--- config.mk ---
export PLATFORM = sky130hd
export DESIGN_NAME = truth_table_probe
export DESIGN_NICKNAME = d
export VERILOG_FILES = /design/src/rtl/truth_table_probe.sv
export SDC_FILE = /design/constraint.sdc
export NUM_CORES = 1
export LEC_CHECK = 0
export CAP_MARGIN = 20
export CORE_MARGIN = 4
export CORE_UTILIZATION = 35
export DETAILED_ROUTE_END_ITERATION = 6
export PLACE_DENSITY = 0.69
export SYNTH_ARGS = -nofsm -noshare
export SYNTH_HDL_FRONTEND = slang
export SYNTH_SLANG_ARGS = --single-unit
--- constraint.sdc ---
create_clock -name clk -period 4.4 [get_ports clk]
set_clock_uncertainty 0.2 [all_clocks]
set_input_delay 0.88 -clock clk [delete_from_list [all_inputs] [get_ports clk]]
set_output_delay 0.88 -clock clk [all_outputs]
set_load 0.01 [all_outputs]
--- src/rtl/truth_table_probe.sv ---
// truth_table_probe: sweeps the eight {l,s,q} vectors into a 3-in/1-out circuit,
// captures m for each vector into an 8-bit table and compares it with a
// reference table latched at start.
module truth_table_probe #(
   parameter int unsigned SETTLE = 1   // extra hold cycles per vector, 0..15
) (
   input  logic       clk,
   input  logic       reset,
   input  logic       start,
   input  logic [7:0] expected,
   input  logic       m,
   output logic       l,
   output logic       s,
   output logic       q,
   output logic       busy,
   output logic       done,
   output logic [7:0] tbl,
   output logic [7:0] mismatch,
   output logic       pass
);

   typedef enum logic [1:0] {IDLE, DRIVE, DONE} state_t;

   localparam logic [3:0] SETTLE_C = 4'(SETTLE);

   state_t     state_q, state_d;
   logic [2:0] idx_q, idx_d;
   logic [3:0] cnt_q, cnt_d;
   logic [7:0] table_q, table_d;
   logic [7:0] exp_q, exp_d;

   // State register and datapath flops; reset zeroes everything.
   always_ff @(posedge clk) begin
      if (reset) begin
         state_q <= IDLE;
         idx_q   <= '0;
         cnt_q   <= '0;
         table_q <= '0;
         exp_q   <= '0;
      end else begin
         state_q <= state_d;
         idx_q   <= idx_d;
         cnt_q   <= cnt_d;
         table_q <= table_d;
         exp_q   <= exp_d;
      end
   end

   // Next-state: start is accepted only when not sweeping; each vector is held
   // SETTLE+1 cycles and m is captured on the edge closing the last hold cycle.
   always_comb begin
      state_d = state_q;
      idx_d   = idx_q;
      cnt_d   = cnt_q;
      table_d = table_q;
      exp_d   = exp_q;
      unique case (state_q)
         IDLE, DONE: begin
            idx_d = '0;
            cnt_d = '0;
            if (start) begin
               table_d = '0;
               exp_d   = expected;
               state_d = DRIVE;
            end
         end
         DRIVE: begin
            if (cnt_q != SETTLE_C) begin
               cnt_d = cnt_q + 4'd1;
            end else begin
               table_d[idx_q] = m;
               cnt_d          = '0;
               if (idx_q == 3'd7) begin
                  idx_d   = '0;
                  state_d = DONE;
               end else begin
                  idx_d = idx_q + 3'd1;
               end
            end
         end
         default: state_d = IDLE;
      endcase
   end

   // Outputs are registers or pure functions of registers; idx is 0 outside
   // DRIVE so the circuit sees 000 when idle or done.
   always_comb begin
      {l, s, q} = idx_q;
      busy      = (state_q == DRIVE);
      done      = (state_q == DONE);
      tbl       = table_q;
      mismatch  = table_q ^ exp_q;
      pass      = done & (mismatch == 8'h00);
   end

endmodule

* Word-level counts from Yosys, hierarchy flattened
Index checks and enable logic that the tools add are counted. W data, S select, Z words.
Storage, ports and cells: register bits 25, input bits 12, output and inout bits 22
Operators by class: add/subtract/negate cells 2, magnitude comparators 2, equality and inequality tests 7, muxes and demuxes 15, bitwise operators 2, reduce and logical (&&, ||, !) cells 9
Operators by type and width (count):
- $mux W8 | 2
- $pmux W8 S2 | 1
- $bwmux W8 | 1
- $logic_not A8 Y1 | 1
- $pmux W4 S2 | 1
- $xor A8 B8 Y8 | 1
- $mux W2 | 3
- $mux W3 | 2
- $pmux W3 S2 | 1
- $reduce_and A3 Y1 | 2
- $add A4 B1 Y4 const B | 1
- $lt A3 B4 Y1 const B | 1
- $mux W4 | 1
- $ne A2 B2 Y1 const B | 2
- $ne A4 B1 Y1 const B | 1
- $pmux W2 S2 | 1
- $reduce_and A2 Y1 | 2
- $add A3 B1 Y3 const B | 1
- $demux W1 S3 | 1
- $eq A3 B3 Y1 const B | 1
- $ge A3 B1 Y1 const B | 1
- $eq A2 B1 Y1 const B | 1
- $eq A2 B2 Y1 const B | 1
- $logic_not A2 Y1 | 1
- 6 further kinds | 6

* Longest topological paths before layout
Gate-level depths: netlist of the first run.
word-level depth 7, mapped depth 6

* Worst setup path before layout of the first run
OpenSTA, ideal clock, no wires.
path type register to output, start reg table_q[3] (netlist: tbl[3]), end out pass, data arrival time 1.019 ns, slack 2.301 ns, cell stages (with the launch flop) 4, path through dfxtp_1 xor2_1 nor4_1 and3_1
On the way: word-level cells in the longest chain between the ends 3
RTL lines:
- start, declared | line 29 | logic [7:0] table_q, table_d;
- start signal, assigned | line 44 | table_q <= table_d;
- $xor A8 B8 Y8 | line 92 | mismatch = table_q ^ exp_q;
- named net mismatch[3] | line 18 | output logic [7:0] mismatch,
- $logic_not A8 Y1 | line 93 | pass = done & (mismatch == 8'h00);
- $and A1 B1 Y1 | line 93
- end, declared | line 19 | output logic pass
The timed path passes the listed nets, and every way through them passes these cells.

* Worst setup path after layout of the first run
start reg state_q[1], end out busy
On the way: word-level cells in the longest chain between the ends 1
RTL lines:
- start, declared | line 26 | state_t state_q, state_d;
- start signal, assigned | line 41 | state_q <= state_d;
- $eq A2 B1 Y1 | line 89 | busy = (state_q == DRIVE);
- end, declared | line 15 | output logic busy,
Every way passes these cells.

==> results.toml, run 1 <==
[critical_path]
path_buf_inv = 2
worstSetupStartpointType = "register"
worst_path_max_delay_cell = "sky130_fd_sc_hd__dfxtp_1"
crit_path_start = "state_q[1]"
critPathArrivalTime_ps = 1870
critical_path.cell_chain = "nand2b_1 > inv_1 > clkdlybuf4s50_1"
critical_path.reg2reg.startpoint = "cnt_q[0]"
slowest_delay_ps = 580
endpoint_kind = "output pin"
cp_top_family = "buffers and inverters"
critPathRequiredTime_ps = 3320
timing_worst_setup_path_type = "reg -> out"
crit_path_max_fanout = 13

[synthesis]
yosysUniqueCellTypes = 34
synth-seq-area-share_pct = 38.7
synth_area_per_cell_sq_um = 8.39
syn-instance-count = 154
dominantRegCellSynth = "sky130_fd_sc_hd__dfxtp_1"
yosysMostFrequentCell = "sky130_fd_sc_hd__dfxtp_1"
ys_top_cells_by_count = "25 x sky130_fd_sc_hd__dfxtp_1, 23 x sky130_fd_sc_hd__nand2_1, 14 x sky130_fd_sc_hd__a21oi_1"
synth_nets = 170
synth_async_sr_flop_share_pct = 0
synth_area_sq_um = 1290
register_bit_count_reported_by_yosys = 25
yosys.area.top_type = "sky130_fd_sc_hd__dfxtp_1"
synth_edf_count = 0
synth_top_cell_area_share_pct = 38.7
synth.yosys.warnings = 0
ys_top_cells_by_area = "sky130_fd_sc_hd__dfxtp_1 39%, sky130_fd_sc_hd__nand2_1 6.7%, sky130_fd_sc_hd__xor2_1 6.1%"

[sta]
grt_setup_unrepaired = "false"
fin_setup_tns_ps = 0
max_clock_freq_ghz = 0.339
setup_viol = 0
worst-slew-pin-transition_ps = 624
report.final.hold_viol_count = 0
fin_ws_ps = 1450
slew_viol_final = 0
min_period_ps = 2950
worst_slew_margin_relative_to_its_limit_pct = 58.4
post-route-period-util_pct = 67.1

[clock_network]
cts_hold_repair.buffers = 0
clk-insertion-delay-late_ps = 270
post-cts-setup-buffers = 0
cts_root_buffer = "sky130_fd_sc_hd__clkbuf_8"
cts-buffers-inserted = 3
h-tree-depth = 1
postCtsResizedCells = 0
cts_tree = "yes"
clkSlewWorstSetupHoldPaths_ps = 90
cts-root-to-sink-buffers = 2
clock_sinks = 25

[drt]
post_drt_wl_per_cell_microns = 14.2
route.detailed.drc = 0
ratio_of_routed_vias_to_standard_cells = 5.29
drt-initial-drc-count = 48
route.final.wire_length_microns = 3220
vias = 1201
ant_nets_after_route = 0
detailedRoute.firstPassIterationCount = 4

[place]
port-buffer-count = 33
hpwl_microns = 2410
dp_slack_ps = 1680
place_congestion = 0.799
dpl_cell_area_sq_um = 1630

[layout]
layout_area_overhead_pct = 30.2
layout.core_utilization_pct = 48.9
final_cell_area_sq_um = 1680
antenna-diode-count = 0
finish.net_count = 198
layout-drive-gt1-share_pct = 4.42
fillers = 317

[grt]
global_route_wire_length_before_repair_microns = 5290
grt.total_usage_pct = 14.7
grt_pass1_vias = 1115
grt_remaining_overflow = 0
antenna_found_initial = 0
grt_start_max_net_pins = 18

[status]
status = "complete, no violations"

[hold_path]
timing.hold.worst.class = "reg -> reg"
hold_path_startpoint = "exp_q[1]"

[power_and_ir_drop]
power.density_cell_area_nw_per_um2 = 262
p_leak_nw = 0.629
finalPower_mw = 0.441
vdd_drop_max_mv = 0.112

[floorplanning]
floorplan.core_area_sq_um = 3440
floorplan.die.height_microns = 68.8
floorplan.die_area_sq_um = 4730
number_of_placement_rows = 21
floorplan.initialDensity_pct = 37.5
design.portCount = 34
die_w_microns = 68.8

[run]
max_cap_violations = 0
-- path summary, 6_finish.rpt --
| kind | end | slack (ps) | cells after the start |
|---|---|---|---|
| hold reg to reg | exp_q[1] | 270 | 2 |
| setup reg to reg | tbl[6] | 2530 | 4 |
| hold / removal | exp_q[1] | 270 | 2 |
| setup / recovery | busy | 1450 | 3 |
-- registers in the layout, summed over array words and instances (netlist names) --
register	cells
cnt_q	4
exp_q	8
idx_q	3
state_q	2
tbl	8
-- cell type report --
type	instances	area, sq um	area share [%]
multi-input combinational	113	718	42.7
inverter	5	18.8	1.12
tap	46	57.6	3.42
sequential	25	500	29.7
timing repair buffer	34	338	20.1
clock buffer	3	41.3	2.45
clock inverter	1	8.76	0.520
-- kinds of logic after synthesis --
kind of cell / after synthesis / share of synthesized area, %
simple gates: 67 / 28.4
compound gates: 32 / 16.5
flops: 25 / 38.7
buf+inv: 16 / 5.71
xor+xnor: 9 / 6.10
fa+ha+maj: 4 / 3.87
mux: 1 / 0.774
-- where the power goes --
group	total, mW	leakage [nW]	internal (mW)	switching (mW)
logic	0.0593	0.400	0.0290	0.0303
clock network	0.144	0.0261	0.0663	0.0775
registers	0.238	0.203	0.232	0.00578
-- worst register-to-register path: stages, from the launching register on --
cell and delay, ps:
sky130_fd_sc_hd__dfxtp_1 410, sky130_fd_sc_hd__ha_1 220, sky130_fd_sc_hd__or3b_1 510, sky130_fd_sc_hd__o2111ai_1 290, sky130_fd_sc_hd__o211ai_1 120
-- cells in the final DEF, fill, tap and decap left out, types with 2 or more instances in the layout --
master,synthesis,routed
sky130_fd_sc_hd__clkbuf_8,0,3
sky130_fd_sc_hd__nor2_1,5,5
sky130_fd_sc_hd__o2111ai_1,8,8
sky130_fd_sc_hd__o21ai_0,2,2
sky130_fd_sc_hd__a21oi_1,14,14
sky130_fd_sc_hd__or3_1,4,4
sky130_fd_sc_hd__nand4_1,2,2
sky130_fd_sc_hd__xor2_1,9,9
sky130_fd_sc_hd__nand2_1,23,23
sky130_fd_sc_hd__nand3_1,11,11
sky130_fd_sc_hd__inv_1,4,4
sky130_fd_sc_hd__nand3b_1,4,4
sky130_fd_sc_hd__o211ai_1,5,5
sky130_fd_sc_hd__nor3b_1,4,4
sky130_fd_sc_hd__dfxtp_1,25,25
sky130_fd_sc_hd__ha_1,4,4
sky130_fd_sc_hd__clkdlybuf4s50_1,0,33
sky130_fd_sc_hd__nand2b_1,3,3
sky130_fd_sc_hd__nor2b_1,3,3
-- per-layer routing --
layer	vias up	routed length, microns	track usage [%]	part of all wire [%]
met3	2	117	1.94	3.6
li1	608	-	-	-
met4	0	34	4.38	1.1
met5	-	0	0	0
met1	565	1450	18.7	45
met2	26	1620	25.7	50
-- through the flow --
step	hold slack [ps]	instances
after floorplan	248	154
after global placement	257	223
after detailed placement	260	223
after CTS	274	227
after global routing	291	227
final	274	227
Note: power is estimated with default switching activity, not from simulation.
==> run 2: changes to the inputs <==
==> constraint.sdc (replaced) <==
create_clock -name clk -period 3.09 [get_ports clk]
set_clock_uncertainty 0.2 [all_clocks]
set_input_delay 0.618 -clock clk [delete_from_list [all_inputs] [get_ports clk]]
set_output_delay 0.618 -clock clk [all_outputs]
set_load 0.01 [all_outputs]
==> results.toml, run 2 (synthesis results as in run 1) <==
[hold_path]
whs_endpoint = "exp_q[7]"
timing.hold.worst.class = "reg -> reg"
worst_hold_depth = 2
hold_path_startpoint = "exp_q[7]"

[power_and_ir_drop]
sequential_power_share_pct = 54.8
p_leak_nw = 0.628
power.density_cell_area_nw_per_um2 = 368
p_sw_mw = 0.156
vdd_drop_max_mv = 0.195
switching_fraction_pct = 25.2
power.clock.fraction_pct = 31.6
comb_power_share_pct = 13.5
internal_power_mw = 0.462

[clock_network]
clkSlewWorstSetupHoldPaths_ps = 90
cts-buffers-inserted = 3
postCtsResizedCells = 0
cts_root_buffer = "sky130_fd_sc_hd__clkbuf_8"
cts_hold_repair.buffers = 0
post-cts-setup-buffers = 0
clk-insertion-delay-late_ps = 270
cts-root-to-sink-buffers = 2
h-tree-depth = 1
clock_sinks = 25
cts_tree = "yes"

[floorplanning]
floorplan.initialDensity_pct = 37.5
floorplan.die.height_microns = 68.8
die_w_microns = 68.8
design.portCount = 34
floorplan.die_area_sq_um = 4730
floorplan.core_area_sq_um = 3440
number_of_placement_rows = 21

[layout]
mostFrequentLayoutCells = "33 x sky130_fd_sc_hd__clkdlybuf4s50_1, 25 x sky130_fd_sc_hd__dfxtp_1, 23 x sky130_fd_sc_hd__nand2_1"
finish.net_count = 198
mostFrequentLayoutCell = "sky130_fd_sc_hd__clkdlybuf4s50_1"
final_cell_area_sq_um = 1680
fillers = 328
antenna-diode-count = 0
layout_area_overhead_pct = 29.9
layout-drive-gt1-share_pct = 4.42

[grt]
antenna_found_initial = 0
grt_pass1_vias = 1171
grt_start_max_net_pins = 18
grt_use_met2_pct = 25.3
global_route_wire_length_before_repair_microns = 5360
grt-busiest-layer = "met2"
grt_util_met3_pct = 1.94
grt_remaining_overflow = 0
grt.total_usage_pct = 14.7
use_met1_pct = 18.8

[place]
dpl_cell_area_sq_um = 1630
hpwl_microns = 2420
port-buffer-count = 33
place_congestion = 0.842

[drt]
post_drt_wl_per_cell_microns = 13.8
vias = 1219
ratio_of_routed_vias_to_standard_cells = 5.37
drt-initial-drc-count = 71
route.detailed.drc = 0
ant_nets_after_route = 0
route.final.wire_length_microns = 3130
detailedRoute.firstPassIterationCount = 4

[critical_path]
r2r_cells = 4
critPathArrivalTime_ps = 1910
crit_path_max_fanout = 13
worstSetupStartpointType = "register"
reg2reg_setup_slack_ps = 1260
cp_top_family = "flip-flops"
path_buf_inv = 1
slowest_delay_ps = 550
timing_worst_setup_path_type = "reg -> out"
critPathRequiredTime_ps = 2270
worstReg2RegEnd = "tbl[6]"
critical_path.reg2reg.startpoint = "cnt_q[0]"
worst_path_max_delay_cell = "sky130_fd_sc_hd__dfxtp_1"
critical_path.cell_chain = "nor3b_1 > and3_1 > clkdlybuf4s50_1"
endpoint_kind = "output pin"

[sta]
timing.hold.ws_ps = 277
report.final.hold_viol_count = 0
slew_viol_final = 0
min_period_ps = 2720
max_clock_freq_ghz = 0.367
post-route-period-util_pct = 88.1
worst-slew-pin-transition_ps = 592
worst_slew_margin_relative_to_its_limit_pct = 60.6
setup_viol = 0
fin_setup_tns_ps = 0
grt_setup_unrepaired = "false"

[status]
status = "complete, no violations"

[run]
max_cap_violations = 0
==> run 2: cell count changes in the layout (fill, tap and decap cells not counted) <==
cell,delta
sky130_fd_sc_hd__inv_6,-1
sky130_fd_sc_hd__clkinv_2,+1
==> run 2: cell type report <==
class	instances	area [sq um]	share of cell area, %
Clock buffer	3	41.3	2.46
Clock inverter	1	5.00	0.298
Timing Repair Buffer	34	338	20.1
Inverter	5	18.8	1.12
Tap cell	46	57.6	3.43
Sequential cell	25	500	29.8
Multi-Input combinational cell	113	718	42.8
==> run 2: how the worst max path moves through the flow <==
stage | start | depth (start not counted) | end | slack (ps)
6_report | state_q[1] | 3 | pass | 370
5_1_grt | state_q[1] | 3 | pass | 270
4_1_cts | state_q[1] | 3 | pass | 360
3_5_place_dp | reset | 4 | tbl[5] | 600
3_3_place_gp | reset | 4 | tbl[0] | 660
2_1_floorplan | tbl[3] | 3 | pass | 1250
==> run 2: layer usage <==
| metal | up-vias | share of wire (%) |
|---|---|---|
| met1 | 580 | 46 |
| met2 | 24 | 49 |
| met3 | 5 | 3.0 |
| met5 | - | 0 |
| met4 | 0 | 1.7 |
| li1 | 610 | - |
==> run 2: power groups by stage <==
stage	Sequential, mW	Clock (mW)	Combinational (mW)
2_1_floorplan	0.344	0	0.0492
5_1_grt	0.341	0.210	0.0942
3_3_place_gp	0.346	0	0.0820
4_1_cts	0.339	0.201	0.0842
6_report	0.339	0.196	0.0836
3_5_place_dp	0.347	0	0.0839
==> run 2: metrics by stage <==
| step | worst slack [ps] | instances | total power [mW] | util [%] |
|---|---|---|---|---|
| 5_1_grt | 273 | 227 | 0.645 | 48.8 |
| 4_1_cts | 359 | 227 | 0.624 | 48.8 |
| 3_5_place_dp | 602 | 223 | 0.430 | 47.4 |
| 6_report | 367 | 227 | 0.618 | 48.8 |
| 2_1_floorplan | 1250 | 154 | 0.394 | - |
| 3_3_place_gp | 661 | 223 | 0.428 | 47.4 |
==> run 2: tightest hold or removal path, delay by kind of cell (launching register included) <==
kind            cells  cell delay (ps)
simple gates        1               50
compound gates      1               50
flops               1              330
